===== src/rtl/mem_arbiter_pkg.sv =====
// -----------------------------------------------------------------------------
// mem_arbiter_pkg
// Shared types and constants for the instruction/data memory arbiter.
//   mst_id_t                : identifies which core port owns a transaction
//   DEFAULT_MAX_OUTSTANDING : default limit of granted-but-unanswered transfers
//   other_mst()             : returns the opposite master (round-robin helper)
// -----------------------------------------------------------------------------
package mem_arbiter_pkg;

    typedef enum logic {
        MST_INSTR = 1'b0,
        MST_DATA  = 1'b1
    } mst_id_t;

    localparam int DEFAULT_MAX_OUTSTANDING = 2;

    function automatic mst_id_t other_mst(input mst_id_t id);
        return (id == MST_DATA) ? MST_INSTR : MST_DATA;
    endfunction

endpackage


===== src/rtl/mem_arbiter_if.sv =====
// -----------------------------------------------------------------------------
// mem_arbiter_if
// Bundles the core instruction port, core data port and the shared memory port
// seen by the arbiter.
//   slave  : arbiter view (core requests and memory responses are inputs)
//   master : environment view (core + memory drive requests/responses)
// -----------------------------------------------------------------------------
interface mem_arbiter_if;

    // Instruction fetch port
    logic        instr_req_i;
    logic        instr_gnt_o;
    logic        instr_rvalid_o;
    logic [31:0] instr_addr_i;
    logic [31:0] instr_rdata_o;

    // Load/store port
    logic        data_req_i;
    logic        data_we_i;
    logic [3:0]  data_be_i;
    logic [31:0] data_addr_i;
    logic [31:0] data_wdata_i;
    logic        data_gnt_o;
    logic        data_rvalid_o;
    logic [31:0] data_rdata_o;

    // Shared memory port
    logic        mem_req_o;
    logic        mem_we_o;
    logic [3:0]  mem_be_o;
    logic [31:0] mem_addr_o;
    logic [31:0] mem_wdata_o;
    logic        mem_gnt_i;
    logic        mem_rvalid_i;
    logic [31:0] mem_rdata_i;

    modport slave (
        input  instr_req_i, instr_addr_i,
        input  data_req_i, data_we_i, data_be_i, data_addr_i, data_wdata_i,
        input  mem_gnt_i, mem_rvalid_i, mem_rdata_i,
        output instr_gnt_o, instr_rvalid_o, instr_rdata_o,
        output data_gnt_o, data_rvalid_o, data_rdata_o,
        output mem_req_o, mem_we_o, mem_be_o, mem_addr_o, mem_wdata_o
    );

    modport master (
        output instr_req_i, instr_addr_i,
        output data_req_i, data_we_i, data_be_i, data_addr_i, data_wdata_i,
        output mem_gnt_i, mem_rvalid_i, mem_rdata_i,
        input  instr_gnt_o, instr_rvalid_o, instr_rdata_o,
        input  data_gnt_o, data_rvalid_o, data_rdata_o,
        input  mem_req_o, mem_we_o, mem_be_o, mem_addr_o, mem_wdata_o
    );

endinterface


===== src/rtl/mem_arbiter_id_fifo.sv =====
// -----------------------------------------------------------------------------
// id_fifo
// In-order FIFO of master IDs for transactions awaiting a memory response.
//   clk_i, rst_i : clock, synchronous active-high reset (empties the FIFO)
//   push_i, id_i : enqueue id_i at the tail
//   pop_i        : dequeue the head
//   full_o       : DEPTH entries held
//   empty_o      : no entries held
//   head_o       : oldest entry (valid when !empty_o)
// Pointers wrap modulo DEPTH so any depth 1..8 works, not only powers of two.
// -----------------------------------------------------------------------------
module id_fifo
    import mem_arbiter_pkg::*;
#(
    parameter int DEPTH = DEFAULT_MAX_OUTSTANDING
) (
    input  logic    clk_i,
    input  logic    rst_i,
    input  logic    push_i,
    input  mst_id_t id_i,
    input  logic    pop_i,
    output logic    full_o,
    output logic    empty_o,
    output mst_id_t head_o
);

    localparam int PTR_W = (DEPTH > 1) ? $clog2(DEPTH) : 1;
    localparam int CNT_W = $clog2(DEPTH + 1);

    mst_id_t            mem_q [DEPTH];
    logic [PTR_W-1:0]   wr_ptr_q, wr_ptr_d;
    logic [PTR_W-1:0]   rd_ptr_q, rd_ptr_d;
    logic [CNT_W-1:0]   count_q, count_d;

    function automatic logic [PTR_W-1:0] next_ptr(input logic [PTR_W-1:0] ptr);
        return (ptr == PTR_W'(DEPTH - 1)) ? '0 : ptr + PTR_W'(1);
    endfunction

    always_comb begin
        wr_ptr_d = wr_ptr_q;
        rd_ptr_d = rd_ptr_q;
        count_d  = count_q;
        if (push_i) begin
            wr_ptr_d = next_ptr(wr_ptr_q);
        end
        if (pop_i) begin
            rd_ptr_d = next_ptr(rd_ptr_q);
        end
        // Push and pop together leave the occupancy unchanged.
        unique case ({push_i, pop_i})
            2'b10:   count_d = count_q + CNT_W'(1);
            2'b01:   count_d = count_q - CNT_W'(1);
            default: count_d = count_q;
        endcase
    end

    always_ff @(posedge clk_i) begin
        if (rst_i) begin
            wr_ptr_q <= '0;
            rd_ptr_q <= '0;
            count_q  <= '0;
        end else begin
            wr_ptr_q <= wr_ptr_d;
            rd_ptr_q <= rd_ptr_d;
            count_q  <= count_d;
        end
    end

    // Storage is qualified by the pointers/count, so it needs no reset.
    always_ff @(posedge clk_i) begin
        if (push_i) begin
            mem_q[wr_ptr_q] <= id_i;
        end
    end

    assign full_o  = (count_q == CNT_W'(DEPTH));
    assign empty_o = (count_q == '0);
    assign head_o  = mem_q[rd_ptr_q];

endmodule


===== src/rtl/mem_arbiter.sv =====
// -----------------------------------------------------------------------------
// mem_arbiter
// Merges a core instruction-fetch port and a load/store port onto one shared
// memory port. Responses return in order and are steered back by an ID FIFO.
//   clk_i : clock, all state changes on the rising edge
//   rst_i : synchronous active-high reset
//   bus   : mem_arbiter_if.slave -- instr_*, data_* core ports and mem_* port
// Parameter MAX_OUTSTANDING (1..8) bounds granted-but-unanswered transfers.
// err_o is a sticky flag raised by a memory response with nothing outstanding.
// -----------------------------------------------------------------------------
module mem_arbiter
    import mem_arbiter_pkg::*;
#(
    parameter int MAX_OUTSTANDING = DEFAULT_MAX_OUTSTANDING
) (
    input  logic          clk_i,
    input  logic          rst_i,
    mem_arbiter_if.slave  bus,
    output logic          err_o
);

    mst_id_t rr_q, rr_d;             // master that wins the next contention
    logic    lock_q, lock_d;         // a request is stalled waiting for mem_gnt_i
    mst_id_t lock_sel_q, lock_sel_d; // master owning the stalled request
    logic    err_q, err_d;

    mst_id_t sel;
    logic    any_req;
    logic    both_req;
    logic    accept;
    logic    fifo_push;
    logic    fifo_pop;
    logic    fifo_full;
    logic    fifo_empty;
    mst_id_t fifo_head;

    assign any_req  = bus.instr_req_i | bus.data_req_i;
    assign both_req = bus.instr_req_i & bus.data_req_i;

    // Selection: a stalled request keeps ownership of the port until granted,
    // otherwise a lone requester wins and contention goes to rr_q.
    always_comb begin
        sel = rr_q;
        if (lock_q && ((lock_sel_q == MST_DATA  && bus.data_req_i) ||
                       (lock_sel_q == MST_INSTR && bus.instr_req_i))) begin
            sel = lock_sel_q;
        end else if (bus.instr_req_i && !bus.data_req_i) begin
            sel = MST_INSTR;
        end else if (bus.data_req_i && !bus.instr_req_i) begin
            sel = MST_DATA;
        end
    end

    // No bypass: a response arriving while full does not free a slot until
    // the following cycle, so the request path never depends on mem_rvalid_i.
    assign bus.mem_req_o   = any_req & ~fifo_full;
    assign accept          = bus.mem_req_o & bus.mem_gnt_i;
    assign fifo_push       = accept;
    assign fifo_pop        = bus.mem_rvalid_i & ~fifo_empty;

    assign bus.mem_we_o    = (sel == MST_DATA) ? bus.data_we_i    : 1'b0;
    assign bus.mem_be_o    = (sel == MST_DATA) ? bus.data_be_i    : 4'hF;
    assign bus.mem_addr_o  = (sel == MST_DATA) ? bus.data_addr_i  : bus.instr_addr_i;
    assign bus.mem_wdata_o = (sel == MST_DATA) ? bus.data_wdata_i : '0;

    assign bus.instr_gnt_o    = ~rst_i & accept & (sel == MST_INSTR);
    assign bus.data_gnt_o     = ~rst_i & accept & (sel == MST_DATA);
    assign bus.instr_rvalid_o = ~rst_i & fifo_pop & (fifo_head == MST_INSTR);
    assign bus.data_rvalid_o  = ~rst_i & fifo_pop & (fifo_head == MST_DATA);
    assign bus.instr_rdata_o  = bus.instr_rvalid_o ? bus.mem_rdata_i : '0;
    assign bus.data_rdata_o   = bus.data_rvalid_o  ? bus.mem_rdata_i : '0;

    always_comb begin
        rr_d       = rr_q;
        lock_d     = bus.mem_req_o & ~bus.mem_gnt_i;
        lock_sel_d = sel;
        err_d      = err_q | (bus.mem_rvalid_i & fifo_empty);
        // Hand priority to the loser only when both actually competed.
        if (accept && both_req) begin
            rr_d = other_mst(sel);
        end
    end

    always_ff @(posedge clk_i) begin
        if (rst_i) begin
            rr_q   <= MST_DATA;
            lock_q <= 1'b0;
            err_q  <= 1'b0;
        end else begin
            rr_q   <= rr_d;
            lock_q <= lock_d;
            err_q  <= err_d;
        end
    end

    // Only meaningful while lock_q is set, which reset clears.
    always_ff @(posedge clk_i) begin
        lock_sel_q <= lock_sel_d;
    end

    assign err_o = err_q;

    id_fifo #(
        .DEPTH (MAX_OUTSTANDING)
    ) u_id_fifo (
        .clk_i   (clk_i),
        .rst_i   (rst_i),
        .push_i  (fifo_push),
        .id_i    (sel),
        .pop_i   (fifo_pop),
        .full_o  (fifo_full),
        .empty_o (fifo_empty),
        .head_o  (fifo_head)
    );

endmodule


===== src/flat_wrapper.sv =====
// flat-port wrapper written by rule: the top's interface ports become plain ports
module mem_arbiter_flat import mem_arbiter_pkg::*;
#(
    parameter int MAX_OUTSTANDING = DEFAULT_MAX_OUTSTANDING
)
  (clk_i, rst_i, err_o, bus_instr_req_i, bus_instr_addr_i, bus_data_req_i, bus_data_we_i, bus_data_be_i, bus_data_addr_i, bus_data_wdata_i, bus_mem_gnt_i, bus_mem_rvalid_i, bus_mem_rdata_i, bus_instr_gnt_o, bus_instr_rvalid_o, bus_instr_rdata_o, bus_data_gnt_o, bus_data_rvalid_o, bus_data_rdata_o, bus_mem_req_o, bus_mem_we_o, bus_mem_be_o, bus_mem_addr_o, bus_mem_wdata_o);
  mem_arbiter_if bus_i ();
  input  logic clk_i;
  input  logic rst_i;
  output logic err_o;
  input wire logic [$bits(bus_i.instr_req_i)-1:0] bus_instr_req_i;
  input wire logic [$bits(bus_i.instr_addr_i)-1:0] bus_instr_addr_i;
  input wire logic [$bits(bus_i.data_req_i)-1:0] bus_data_req_i;
  input wire logic [$bits(bus_i.data_we_i)-1:0] bus_data_we_i;
  input wire logic [$bits(bus_i.data_be_i)-1:0] bus_data_be_i;
  input wire logic [$bits(bus_i.data_addr_i)-1:0] bus_data_addr_i;
  input wire logic [$bits(bus_i.data_wdata_i)-1:0] bus_data_wdata_i;
  input wire logic [$bits(bus_i.mem_gnt_i)-1:0] bus_mem_gnt_i;
  input wire logic [$bits(bus_i.mem_rvalid_i)-1:0] bus_mem_rvalid_i;
  input wire logic [$bits(bus_i.mem_rdata_i)-1:0] bus_mem_rdata_i;
  output wire logic [$bits(bus_i.instr_gnt_o)-1:0] bus_instr_gnt_o;
  output wire logic [$bits(bus_i.instr_rvalid_o)-1:0] bus_instr_rvalid_o;
  output wire logic [$bits(bus_i.instr_rdata_o)-1:0] bus_instr_rdata_o;
  output wire logic [$bits(bus_i.data_gnt_o)-1:0] bus_data_gnt_o;
  output wire logic [$bits(bus_i.data_rvalid_o)-1:0] bus_data_rvalid_o;
  output wire logic [$bits(bus_i.data_rdata_o)-1:0] bus_data_rdata_o;
  output wire logic [$bits(bus_i.mem_req_o)-1:0] bus_mem_req_o;
  output wire logic [$bits(bus_i.mem_we_o)-1:0] bus_mem_we_o;
  output wire logic [$bits(bus_i.mem_be_o)-1:0] bus_mem_be_o;
  output wire logic [$bits(bus_i.mem_addr_o)-1:0] bus_mem_addr_o;
  output wire logic [$bits(bus_i.mem_wdata_o)-1:0] bus_mem_wdata_o;
  assign bus_i.instr_req_i = bus_instr_req_i;
  assign bus_i.instr_addr_i = bus_instr_addr_i;
  assign bus_i.data_req_i = bus_data_req_i;
  assign bus_i.data_we_i = bus_data_we_i;
  assign bus_i.data_be_i = bus_data_be_i;
  assign bus_i.data_addr_i = bus_data_addr_i;
  assign bus_i.data_wdata_i = bus_data_wdata_i;
  assign bus_i.mem_gnt_i = bus_mem_gnt_i;
  assign bus_i.mem_rvalid_i = bus_mem_rvalid_i;
  assign bus_i.mem_rdata_i = bus_mem_rdata_i;
  assign bus_instr_gnt_o = bus_i.instr_gnt_o;
  assign bus_instr_rvalid_o = bus_i.instr_rvalid_o;
  assign bus_instr_rdata_o = bus_i.instr_rdata_o;
  assign bus_data_gnt_o = bus_i.data_gnt_o;
  assign bus_data_rvalid_o = bus_i.data_rvalid_o;
  assign bus_data_rdata_o = bus_i.data_rdata_o;
  assign bus_mem_req_o = bus_i.mem_req_o;
  assign bus_mem_we_o = bus_i.mem_we_o;
  assign bus_mem_be_o = bus_i.mem_be_o;
  assign bus_mem_addr_o = bus_i.mem_addr_o;
  assign bus_mem_wdata_o = bus_i.mem_wdata_o;
  mem_arbiter #(.MAX_OUTSTANDING(MAX_OUTSTANDING)) u_core (.clk_i(clk_i), .rst_i(rst_i), .bus(bus_i), .err_o(err_o));
endmodule

===== config.mk =====
export PLATFORM = sky130hd
export DESIGN_NAME = mem_arbiter_flat
export DESIGN_NICKNAME = d
export VERILOG_FILES = /design/src/rtl/mem_arbiter_pkg.sv /design/src/rtl/mem_arbiter_if.sv /design/src/rtl/mem_arbiter_id_fifo.sv /design/src/rtl/mem_arbiter.sv /design/src/flat_wrapper.sv
export SDC_FILE = /design/constraint.sdc
export NUM_CORES = 1
export LEC_CHECK = 0
export ABC_AREA = 1
export CORE_AREA = 2 2 106 108
export CTS_BUF_LIST = sky130_fd_sc_hd__clkbuf_4
export CTS_CLUSTER_DIAMETER = 40
export DETAILED_ROUTE_END_ITERATION = 8
export DIE_AREA = 0 0 108 110
export SYNTH_ARGS = -nofsm -noshare
export SYNTH_HDL_FRONTEND = slang
export SYNTH_SLANG_ARGS = --single-unit

===== constraint.sdc =====
create_clock -name clk_i -period 1.7 [get_ports clk_i]
set_clock_uncertainty 0.1 [all_clocks]
set_input_delay 0.17 -clock clk_i [delete_from_list [all_inputs] [get_ports clk_i]]
set_output_delay 0.17 -clock clk_i [all_outputs]
set_load 0.01 [all_outputs]

### After elaboration in Yosys (flattened, before gate mapping)

Memory sizes are Yosys's and may differ from the RTL's. A register that Yosys moved wholly into a read port is not among the register bits.
Index checks and enable logic that the tools add are counted.

| operators by class | value |
|---|---|
| $add $sub $neg | 4 |
| equal/unequal tests | 3 |
| muxes and demuxes | 17 |
| bitwise gates (word level) | 21 |
| reductions and logical operators | 11 |

Operators by type and width:

| cell | number |
|---|---|
| $mux 32 | 4 |
| $and 1x1->1 | 12 |
| $mux 1 | 11 |
| $not 1->1 | 7 |
| $logic_and 1x1->1 | 6 |
| $eq 2x2->1 const B | 2 |
| $mux 4 | 1 |
| $pmux 2 s2 | 1 |
| $add 1x1->1 const B | 2 |
| $add 2x1->2 const B | 1 |
| $eq 2x1->1 const B | 1 |
| $logic_not 1->1 | 2 |
| $logic_not 2->1 | 1 |
| $or 1x1->1 | 2 |
| $reduce_bool 2->1 | 1 |
| $sub 2x1->2 const B | 1 |
| $logic_or 1x1->1 | 1 |

| word-level totals | value |
|---|---|
| register bits | 8 |
| memory bits (writable) | 2 |
| bits of input ports | 139 |
| output and inout port bits | 139 |
| logic and storage cells | 64 |
| memories kept | 1 |

Memories:

| memory | depth | width | rd ports | clocked after Yosys merged registers in | wr ports | line | source |
|---|---|---|---|---|---|---|---|
| u_core.u_id_fifo.mem_q | 2 | 1 | 1 | 1 | 1 | mem_arbiter_id_fifo.sv:30 | `mst_id_t mem_q [DEPTH];` |

### Longest topological paths before layout

| logic depth | value |
|---|---|
| word-level depth | 7 |
| mapped depth | 9 |
| gate-level depth less buffers | 8 |

### Modules after synthesis

A second synthesis with hierarchy kept.

| unflattened totals | value |
|---|---|
| cell total of the unflattened synthesis | 358 |
| area total of the unflattened synthesis | 1,675.4 µm² |

Modules (own cells, without submodules):

| module | times used | cells an instance | area each (µm²) | sequential area each (µm²) |
|---|---|---|---|---|
| mem_arbiter | 1 | 322 | 1,378.8 | 80.1 |
| id_fifo | 1 | 36 | 296.5 | 160.2 |

### Least setup slack after synthesis

Ideal clock, no wire load.

| timing path | value |
|---|---|
| path type | register -> register |
| from | register u_core.u_id_fifo.count_q[0] |
| to | register u_core.u_id_fifo.count_q[1] |
| setup time | 0.115 ns |
| arrival time | 1.303 ns |
| required time | 1.485 ns |
| setup slack | 0.181 ns |
| stages on the path, launching flop included | 8 |
| buffers on the path | 0 |
| period minus slack after synthesis | 1.519 ns |
| path through | dfxtp_1 -> inv_1 -> nand2_1 -> nand3_1 -> ha_1 -> or2_2 -> a31oi_1 -> nor2_1 |

| on the way | value |
|---|---|
| cells in the longest elaborated chain, start to end | 6 |
| elaborated cells on any way between the ends | 13 |
| classes of those cells | add/sub (2); eq/ne (3); mux (1); bitwise (5); reduce/logical (2) |

RTL lines:

| element | line | source |
|---|---|---|
| start: declaration | mem_arbiter_id_fifo.sv:33 | `logic [CNT_W-1:0] count_q, count_d;` |
| start signal: assignment | mem_arbiter_id_fifo.sv:65 | `count_q <= count_d;` |
| $eq 2x2->1 | mem_arbiter_id_fifo.sv:76 | `assign full_o = (count_q == CNT_W'(DEPTH));` |
| $not 1->1 | mem_arbiter.sv:56 | `assign bus.mem_req_o = any_req & ~fifo_full;` |
| $and 1x1->1 | mem_arbiter.sv:56 |  |
| $and 1x1->1 | mem_arbiter.sv:57 | `assign accept = bus.mem_req_o & bus.mem_gnt_i;` |
| $eq 2x1->1 / $eq 2x2->1 (equally long branches) | mem_arbiter_id_fifo.sv:50 | `unique case ({push_i, pop_i})` |
| $pmux 2 s2 / $reduce_bool 2->1 (equally long branches) | -- |  |

Several ways; a longest one is shown, not always the timed one.
A chain may end at the register's enable or synchronous reset.

### Final worst setup path

| timing path | value |
|---|---|
| from | register u_core.lock_sel_q |
| to | output port bus_mem_addr_o[17] |

| on the way | value |
|---|---|
| cells in the longest elaborated chain, start to end | 6 |
| elaborated cells on any way between the ends | 7 |
| classes of those cells | mux (2); bitwise (1); reduce/logical (4) |

RTL lines:

| element | line | source |
|---|---|---|
| start: declaration | mem_arbiter.sv:24 | `mst_id_t lock_sel_q, lock_sel_d;` |
| start signal: assignment | mem_arbiter.sv:98 | `lock_sel_q <= lock_sel_d;` |
| $not 1->1 | mem_arbiter.sv:45 | `(lock_sel_q == MST_INSTR && bus.instr_req_i))) begin` |
| $logic_and 1x1->1 | mem_arbiter.sv:45 |  |
| $logic_or 1x1->1 | mem_arbiter.sv:44 | `if (lock_q && ((lock_sel_q == MST_DATA && bus.data_req_i) \|\|` |
| $logic_and 1x1->1 | mem_arbiter.sv:44 |  |
| $mux 1 * | mem_arbiter.sv:44 |  |
| $mux 32 * | mem_arbiter.sv:63 | `assign bus.mem_addr_o = (sel == MST_DATA) ? bus.data_addr_i : bus.instr_addr_i;` |
| end: declaration | flat_wrapper.sv:30 | `output wire logic [$bits(bus_i.mem_addr_o)-1:0] bus_mem_addr_o;` |

Every way passes the cells marked *; elsewhere a longest branch is shown, timed or not.

==> qor.yml <==
global_routing:
  grt_pass1_wl_um: 15000
  grt_usage: 0.157
  grt_max_degree: 21
  antenna_found_initial: 0
  grt_pass1_vias: 3130
  grt_overflow: 0
power_and_ir_drop:
  ir_worst_vdd_v: 0.000242
  p_leak_nw: 2.96
  powerDensity_mw_per_mm2: 471
timing:
  worst-slew-pin-transition_ns: 0.207
  max_slew_margin: 0.861
  period_minus_slack_ns: 1.80
  max_freq_mhz: 557
  setup_ws_ns: -0.0967
  hold_viol: 0
  slew_viol_final: 0
  grt_setup_unrepaired: "true"
  fin_crit_sh: 1.06
  setup_violations: 78
yosys:
  post-synth-top-count-cell: "nand2_1"
  yosys_warnings: 0
  netlist_top_cells_area: "nand2_1, inv_1, nor3_2, nor2_1, dfxtp_1"
  yosys.area.top_type_share: 0.221
  synthCells: 354
  synth-compound-area-share: 0.0311
  synthesis.area_mm2: 0.00189
  synth-xor-area-share: 0
  synthAdderAreaFrac: 0.00662
  synth_seq_cells: 11
  synth-simple-area-share: 0.585
  synth_top_family_by_area: "simple AND/OR/NAND/NOR gates"
  syn_nets: 494
  synthMuxAreaShare: 0
  synth_area_per_cell_um2: 5.34
  synthTopCellsByCount: "nand2_1, inv_1, nor2_1"
  yosysSeqAreaShare: 0.127
  synth_top_cell_by_area: "nand2_1"
  synth_enable_flop_cells: 2
  synthDistinctLibCells: 26
  ys.flop_type: "dfxtp_1"
  synth-async-reset-ratio: 0
layout:
  drive_gt1_frac: 0.549
  utilization: 0.542
  fin_nets: 821
  syn_to_final_growth_pct: 207
  diodes: 0
  finalNonFillerCells: 820
critical_path:
  reg2reg_from: "u_core.lock_sel_q"
  critPathKind: "flop to output pin"
  crit_top_cell: "nand2_1"
  crit_required_ns: 1.43
  critPathCaptureType: "output pin"
  critPathLaunchType: "flop"
  worstPathArrival_ns: 1.53
  timing.rr.end: "u_core.u_id_fifo.mem_q[1]"
  cp_cell_sequence: "inv_2 > nand2_1 > nand2_1 > nand2_2 > nand2_4 > buf_6 > clkinv_8 > buf_16 > nand2_2 > nand2_1 > buf_2"
  rrSetupSlack_ns: 0.07
  crit_slowest_cell: "dfxtp_2"
  ff2ff_path_depth: 10
  slowest_delay_ns: 0.32
  critPathMaxFanout: 7
status:
  status: "finished with violations"
  violations: "setup timing"
clock_network:
  htreeDepth: 1
  hold_buffers: 0
  clkSlewWorstSetupHoldPaths_ns: 0.07
  clock-sinks: 11
  clockRootBuffer: "clkbuf_4"
  cts_tree: "done"
  cts.path.max_buffers: 2
  clk_latency_ns: 0.27
  numCtsBuffers: 3
worst_hold_path:
  min_to: "u_core.err_o"
  min_path_type: "input port to flop"
  hold_depth: 3
  min-delay-start: "bus_mem_rvalid_i"
route:
  ant_nets: 0
  drc_errors: 0
  via_count: 3411
  firstDrtPassIters: 4
  vias_per_cell: 4.16
  finalWirelength_um: 11500
  drt_iter0_markers: 122
  post_drt_wl_per_cell_um: 14.1
run:
  maxCapViolCount: 0
place:
  place_ws_ns: -0.535
  gp_congestion: 0.796
  io_buffers: 277
  dp_cells: 784
  place_hpwl_um: 8480
die:
  core_area_mm2: 0.0107
  ios: 278
  die_h_um: 110
  start_util: 0.177
  fp-row-count: 38
  die-area_mm2: 0.0119
  die_x_um: 108
[cell usage in the layout (no fill, tap or decap), drive strengths merged, types with 4 or more instances in the layout]
master / count
nor2: 75
or2: 5
clkdlybuf4s50: 136
o21ai: 5
inv: 80
dfxtp: 9
a21oi: 4
nor3: 32
nand3: 4
buf: 194
clkbuf: 12
nand2: 113
[worst max-delay path by stage]
stage	from	endpoint	depth (start not counted)
after floorplan	u_core.u_id_fifo.count_q[0]	u_core.u_id_fifo.count_q[1]	7
after global placement	bus_instr_req_i	bus_mem_addr_o[29]	9
after detailed placement	bus_data_req_i	bus_mem_be_o[3]	7
after CTS	u_core.u_id_fifo.mem_q[0]	bus_data_rdata_o[15]	7
after global routing	u_core.lock_q	bus_mem_addr_o[17]	11
final	u_core.lock_sel_q	bus_mem_addr_o[17]	11
[cell type report]
class                      instances  area (um2)
clock buffer                       4        30.0
multi-input combinational        243        1800
inverter                          81         317
tap                              140         175
sequential                        11         246
fill                            1005        4900
timing repair buffer             341        3220
[routing by layer]
layer,GRT usage,share of wire
met1,0.153,0.33
met4,0.0339,0.013
met3,0.0364,0.088
met5,0,0
met2,0.328,0.57
[power breakdown]
part / switching (mW) / leakage, nW / internal [mW] / total (mW)
clock network: 0.0900 / 0.0184 / 0.107 / 0.197
logic: 1.02 / 2.84 / 1.18 / 2.19
registers: 0.0262 / 0.0937 / 0.311 / 0.337
[stage by stage]
step	TNS (ns)	area, um2	hold WS (ns)	total power, mW
global placement	-55.68	5020	0.353	2.06
floorplan	0	1890	0.142	1.03
finish	-4.17	5790	0.215	2.73
detailed placement	-58.68	5020	0.366	2.08
CTS	-5.52	4840	0.210	2.32
global route	-14.27	5790	0.232	2.91
[flip-flops by register name (all words and copies together), names as in the netlist, named ones only]
signal	count
u_core.u_id_fifo.mem_q	2
u_core.rr_q	1
u_core.lock_q	1
u_core.u_id_fifo.count_q	2
u_core.u_id_fifo.wr_ptr_q	1
u_core.u_id_fifo.rd_ptr_q	1
u_core.lock_sel_q	1
u_core.err_o	1
[critical path: cells and delay by family, from the launching register on]
kind	cells	cell delay, ns
buf+inv	5	0.56
simple gates	6	0.39
flops	1	0.32
[logic make-up (layout without fill, tap and decap cells)]
kind of cell / Yosys count / count (layout)
AO/OA/AOI/OAI: 10 / 10
flip-flops: 11 / 11
buffers and inverters: 100 / 426
AND/OR/NAND/NOR: 232 / 232
adder cells (fa/ha/maj): 1 / 1
[repair_timing]
item / CTS / global route
cloned: 3 / 8
endpoints found under the setup margin: 139 / 137
setup buffers: 20 / 6
hold endpoints to repair: 0 / 0
pin swaps: 17 / 24
gates resized for setup: 622 / 202
Power figures use the tool's default switching activity.
